===== config.mk =====
export PLATFORM = sky130hd
export DESIGN_NAME = line_packer
export DESIGN_NICKNAME = d
export VERILOG_FILES = /design/src/rtl/line_packer_pkg.sv /design/src/rtl/line_packer.sv
export SDC_FILE = /design/constraint.sdc
export NUM_CORES = 1
export LEC_CHECK = 0
export CAP_MARGIN = 20
export CORE_UTILIZATION = 57
export CTS_BUF_LIST = sky130_fd_sc_hd__clkbuf_4 sky130_fd_sc_hd__clkbuf_8 sky130_fd_sc_hd__clkbuf_16
export CTS_CLUSTER_SIZE = 10
export DETAILED_ROUTE_END_ITERATION = 6
export GPL_ROUTABILITY_DRIVEN = 0
export PLACE_DENSITY_LB_ADDON = 0.25
export SYNTH_ARGS = -nofsm -noshare
export SYNTH_HDL_FRONTEND = slang
export SYNTH_SLANG_ARGS = --single-unit

===== constraint.sdc =====
create_clock -name CLK -period 7.4 [get_ports CLK]
set_clock_uncertainty 0.1 [all_clocks]
set_input_delay 1.48 -clock CLK [delete_from_list [all_inputs] [get_ports CLK]]
set_output_delay 1.48 -clock CLK [all_outputs]
set_load 0.005 [all_outputs]

===== src/rtl/line_packer_pkg.sv =====
// Shared types and helpers for the line packer.
// Pure declarations: no latency, no flow control.
// Word budget per line is header + packed pixel pairs, padded to a 4-word beat.
package line_packer_pkg;

    typedef enum logic [2:0] {
        ST_IDLE,
        ST_HDR,
        ST_DATA,
        ST_FLUSH,
        ST_PAD
    } state_t;

    localparam logic [15:0] HDR_MAGIC_DEF = 16'hA55A;
    localparam logic [31:0] PAD_WORD      = 32'h0;

    // roundup4(1 + ceil(n/2)), in 17 bits so n = 16'hFFFF cannot wrap
    function automatic logic [16:0] words_needed(input logic [15:0] n);
        logic [16:0] t;
        t = 17'd1 + (({1'b0, n} + 17'd1) >> 1);
        return (t + 17'd3) & ~17'd3;
    endfunction

endpackage


===== src/rtl/line_packer.sv =====
// Packs 16-bit pixels two per 32-bit word, with a header and 4-word pad per line.
// Latency: header 1 cycle after sync, data word 1 cycle after its odd pixel.
// No backpressure: a line is admitted only if the FIFO can hold it whole, else dropped.
module line_packer
    import line_packer_pkg::*;
#(
    parameter int          FIFO_DEPTH = 4096,
    parameter int          MARGIN     = 16,
    parameter logic [15:0] HDR_MAGIC  = HDR_MAGIC_DEF
) (
    input  logic        CLK,
    input  logic        SRST,
    input  logic        ENABLE,
    input  logic [15:0] LINE_PIXELS,
    input  logic        LINE_SYNC,
    input  logic [15:0] PIX_DATA,
    input  logic        PIX_DV,
    input  logic [11:0] WR_CNT,
    output logic [31:0] FIFO_DIN,
    output logic        FIFO_DIN_DV,
    output logic [15:0] LINE_CNT,
    output logic [15:0] DROP_CNT,
    output logic [15:0] TRUNC_CNT,
    output logic        BUSY
);

    state_t      state, state_nxt, end_state;
    logic [15:0] n_lat, n_nxt;
    logic [15:0] pix_cnt, pix_nxt;
    logic [15:0] part, part_nxt;
    logic [1:0]  wcnt, wcnt_nxt, wcnt_inc;
    logic [31:0] din_nxt;
    logic        dv_nxt;
    logic [15:0] line_nxt, drop_nxt, trunc_nxt;
    logic [15:0] drop_sat, trunc_sat;
    logic [17:0] demand;
    logic        admit, done;

    assign demand    = {6'b0, WR_CNT} + {1'b0, words_needed(LINE_PIXELS)} + 18'(MARGIN);
    assign admit     = demand <= 18'(FIFO_DEPTH);
    assign done      = pix_cnt == n_lat;
    assign wcnt_inc  = wcnt + 2'd1;
    assign drop_sat  = (DROP_CNT == 16'hFFFF) ? DROP_CNT : DROP_CNT + 16'd1;
    assign trunc_sat = (TRUNC_CNT == 16'hFFFF) ? TRUNC_CNT : TRUNC_CNT + 16'd1;

    // An odd pixel count leaves half a word pending; otherwise pad unless already aligned
    assign end_state = pix_cnt[0] ? ST_FLUSH : ((wcnt == 2'd0) ? ST_IDLE : ST_PAD);

    always_comb begin
        state_nxt = state;
        n_nxt     = n_lat;
        pix_nxt   = pix_cnt;
        part_nxt  = part;
        wcnt_nxt  = wcnt;
        din_nxt   = PAD_WORD;
        dv_nxt    = 1'b0;
        line_nxt  = LINE_CNT;
        drop_nxt  = DROP_CNT;
        trunc_nxt = TRUNC_CNT;

        case (state)
            ST_IDLE: begin
                if (LINE_SYNC && ENABLE) begin
                    if (admit) begin
                        state_nxt = ST_HDR;
                        n_nxt     = LINE_PIXELS;
                        din_nxt   = {HDR_MAGIC, LINE_CNT};
                        dv_nxt    = 1'b1;
                        line_nxt  = LINE_CNT + 16'd1;
                        wcnt_nxt  = 2'd1;
                        pix_nxt   = 16'd0;
                        part_nxt  = 16'd0;
                        if (PIX_DV && LINE_PIXELS != 16'd0) begin
                            part_nxt = PIX_DATA;
                            pix_nxt  = 16'd1;
                        end
                    end else begin
                        drop_nxt = drop_sat;
                    end
                end
            end
            ST_HDR, ST_DATA: begin
                if (LINE_SYNC)
                    drop_nxt = drop_sat;
                if (state == ST_DATA && LINE_SYNC && !done) begin
                    trunc_nxt = trunc_sat;
                    state_nxt = end_state;
                end else if (done) begin
                    state_nxt = end_state;
                end else begin
                    state_nxt = ST_DATA;
                    if (PIX_DV) begin
                        pix_nxt = pix_cnt + 16'd1;
                        if (!pix_cnt[0]) begin
                            part_nxt = PIX_DATA;
                        end else begin
                            din_nxt  = {PIX_DATA, part};
                            dv_nxt   = 1'b1;
                            wcnt_nxt = wcnt_inc;
                        end
                    end
                end
            end
            ST_FLUSH, ST_PAD: begin
                if (LINE_SYNC)
                    drop_nxt = drop_sat;
                din_nxt   = (state == ST_FLUSH) ? {16'h0, part} : PAD_WORD;
                dv_nxt    = 1'b1;
                wcnt_nxt  = wcnt_inc;
                state_nxt = (wcnt_inc == 2'd0) ? ST_IDLE : ST_PAD;
            end
            default: state_nxt = ST_IDLE;
        endcase
    end

    always_ff @(posedge CLK) begin
        if (SRST) begin
            state       <= ST_IDLE;
            n_lat       <= 16'd0;
            pix_cnt     <= 16'd0;
            part        <= 16'd0;
            wcnt        <= 2'd0;
            FIFO_DIN    <= 32'd0;
            FIFO_DIN_DV <= 1'b0;
            LINE_CNT    <= 16'd0;
            DROP_CNT    <= 16'd0;
            TRUNC_CNT   <= 16'd0;
            BUSY        <= 1'b0;
        end else begin
            state       <= state_nxt;
            n_lat       <= n_nxt;
            pix_cnt     <= pix_nxt;
            part        <= part_nxt;
            wcnt        <= wcnt_nxt;
            FIFO_DIN    <= din_nxt;
            FIFO_DIN_DV <= dv_nxt;
            LINE_CNT    <= line_nxt;
            DROP_CNT    <= drop_nxt;
            TRUNC_CNT   <= trunc_nxt;
            BUSY        <= state_nxt != ST_IDLE;
        end
    end

endmodule


==> impl_metrics.toml <==
[status]
status = "finished, final reports clean"

[cts]
cts.reportedPaths.clkPinSlew_ps = 60
clk_latency_ps = 420
cts_buffers = 17
cts_hold_buffers = 0
cts_max_level = 4
cts_tree = "built"
cts_resized = 0
cts_root_buf = "clkbuf_16"
cts_setup_buffers = 0
cts_sinks = 135
max-clock-path-buffers = 2

[grt]
grt_pass1_vias = 6209
grt_pass1_wl_mm = 30.0
antenna_found_initial = 0
grt_usage = 0.294
grt.overflow.total = 0
grt_max_degree = 69

[cells_and_area]
final_cell_mix = "dfxtp_1, clkdlybuf4s50_1, nand2_1"
drive_gt1_frac = 0.0588
antennaDiodeCount = 0
synthToLayoutAreaGrowth_pct = 28.2
postLayoutCoreUtil = 0.750
final_area_um2 = 9040
final_common_cell = "dfxtp_1"
nNetsFinal = 1051

[place]
port-buffer-count = 130
dp_hpwl_mm = 12.4
dpl_worst_slack_ps = 773
placed_area_um2 = 8430

[yosys]
ys.flop_type = "dfxtp_1"
synth.area.mux_share = 0.0145
synth_seq_cells = 135
synth_edf_count = 0
yosys_warnings = 0
syn_inst = 862
synthArstFlopShare = 0
synth-xor-area-share = 0.0844
synth_top_family_by_area = "simple AND/OR/NAND/NOR gates"
yosysUniqueCellTypes = 61
netlist_area_um2 = 7050
yosys.area_share.simple = 0.253
synth_seq_area_share = 0.383
synth-compound-area-share = 0.172
synth_fa_ha_area_frac = 0.0507
syn_avg_cell_area_um2 = 8.18
synth_fp_nets = 939

[detailed_routing]
final_antenna_net_count = 0
vias = 6644
drt_wl_total_mm = 18.0
via_per_inst = 5.76
post_drt_wl_per_cell_um = 15.6
drtIter0Drc = 608
drc = 0
drtPass1Iterations = 6

[timing]
fin_crit_sh = 0.855
period_minus_slack_ps = 6330
max_freq_ghz = 0.158
timing.max_slew.rel_slack = 0.283
hold_viol_final = 0
tns_ps = 0
finalMaxSlewViolations = 0
worst_pin_slew_ps = 1070
fin_ws_ps = 1070
grt_setup_unrepaired = "false"
setup_viol = 0

[worst_setup_path]
crit_fanout = 35
worstSetupPathType = "in2reg"
worst_setup_path_start_kind = "primary input"
endpoint_kind = "flop"
r2r.worst_path.cells = 8
cp.arrival_ps = 6540
worstPathRequired_ps = 7610

[min_path]
hp-class = "reg2reg"
whs_path_depth = 2

[floorplanning]
die-area_um2 = 12800
core_area_um2 = 12100
die_h_um = 113
initial_core_util = 0.585
die_w_um = 113
row_count = 40
io_pins = 131

[pwr]
ir_drop_uv = 170
p_leak_nw = 3.36
power_mw = 1.81
power.density_nw_per_um2 = 200

[run]
maxCapViolCount = 0
==> path summary, 6_finish.rpt <==
| check | startpoint | endpoint | slack, ps |
|---|---|---|---|
| setup / recovery | LINE_PIXELS[3] | LINE_CNT[10] | 1070 |
| hold / removal | n_lat[15] | n_lat[15] | 350 |
| setup reg to reg | pix_cnt[2] | wcnt[1] | 4520 |
| hold reg to reg | n_lat[15] | n_lat[15] | 350 |
==> per-layer routing <==
| metal | GRT usage | wire (um) |
|---|---|---|
| met1 | 0.383 | 8060 |
| met2 | 0.470 | 8220 |
| met3 | 0.0734 | 1260 |
| met4 | 0.114 | 462 |
| met5 | 0 | 0 |
==> state kept, by name, indices dropped and copies added (netlist names) <==
register,cells
LINE_CNT,16
BUSY,1
pix_cnt,16
FIFO_DIN_DV,1
wcnt,2
part,16
state,3
DROP_CNT,16
TRUNC_CNT,16
FIFO_DIN,32
n_lat,16
==> critical path, cell delays in order <==
cell and delay [ps]:
clkdlybuf4s50_1 570, nand4_1 240, xnor2_1 250, ha_1 230, nand2_1 70, a21oi_1 260
nand2_1 100, xnor2_1 180, ha_1 260, ha_1 330, and2_1 170, a221oi_2 350
a211oi_1 130, nor2_1 180, xor2_1 330, o211a_4 340, and2_1 150, buf_4 320
and4_1 260, mux2_1 320
==> power by group <==
group | internal [mW] | switching (mW) | total (mW)
logic | 0.0832 | 0.110 | 0.193
clock network | 0.565 | 0.308 | 0.873
registers | 0.735 | 0.00790 | 0.743
total | 1.38 | 0.426 | 1.81
==> layout make-up <==
| type | count | area (um2) |
|---|---|---|
| timing repair buffer | 139 | 1360 |
| clock buffer | 24 | 490 |
| multi-input combinational | 656 | 4060 |
| tap | 168 | 210 |
| sequential | 135 | 2700 |
| inverter | 25 | 93.8 |
| fill | 903 | 3020 |
| clock inverter | 7 | 119 |
==> metrics by stage <==
stage,std cells,hold WS [ps]
after global routing,1154,380
after global placement,1122,334
after floorplan,862,320
after detailed placement,1122,335
final,1154,347
after CTS,1153,347
==> cell usage after synthesis, types with 8 or more instances <==
cell type,instances,share of area
dfxtp_1,135,0.38
or3_1,13,0.012
nor3_1,11,0.0078
ha_1,27,0.048
a21oi_1,78,0.055
nand2_1,117,0.062
a22o_1,16,0.020
nand3_1,45,0.032
clkbuf_1,33,0.018
nor4_1,8,0.0071
inv_1,25,0.013
o221ai_1,16,0.020
xnor2_1,27,0.034
nand2b_1,8,0.0071
nor2_1,90,0.048
xor2_1,41,0.051
and2_1,15,0.013
o21ai_0,19,0.013
and3_1,21,0.019
buf_2,9,0.0064
nor2b_1,9,0.0080
nand4_1,15,0.013
a211oi_1,8,0.0085
==> kinds of logic after synthesis <==
kind of cell,after synthesis
adders and majority gates,28
and+or+nand+nor,374
xor gates and xnor gates,68
buffers and inverters,71
AOI/OAI and AO/OA,177
muxes,9
DFF,135
Note: power is estimated with default switching activity, not from simulation.
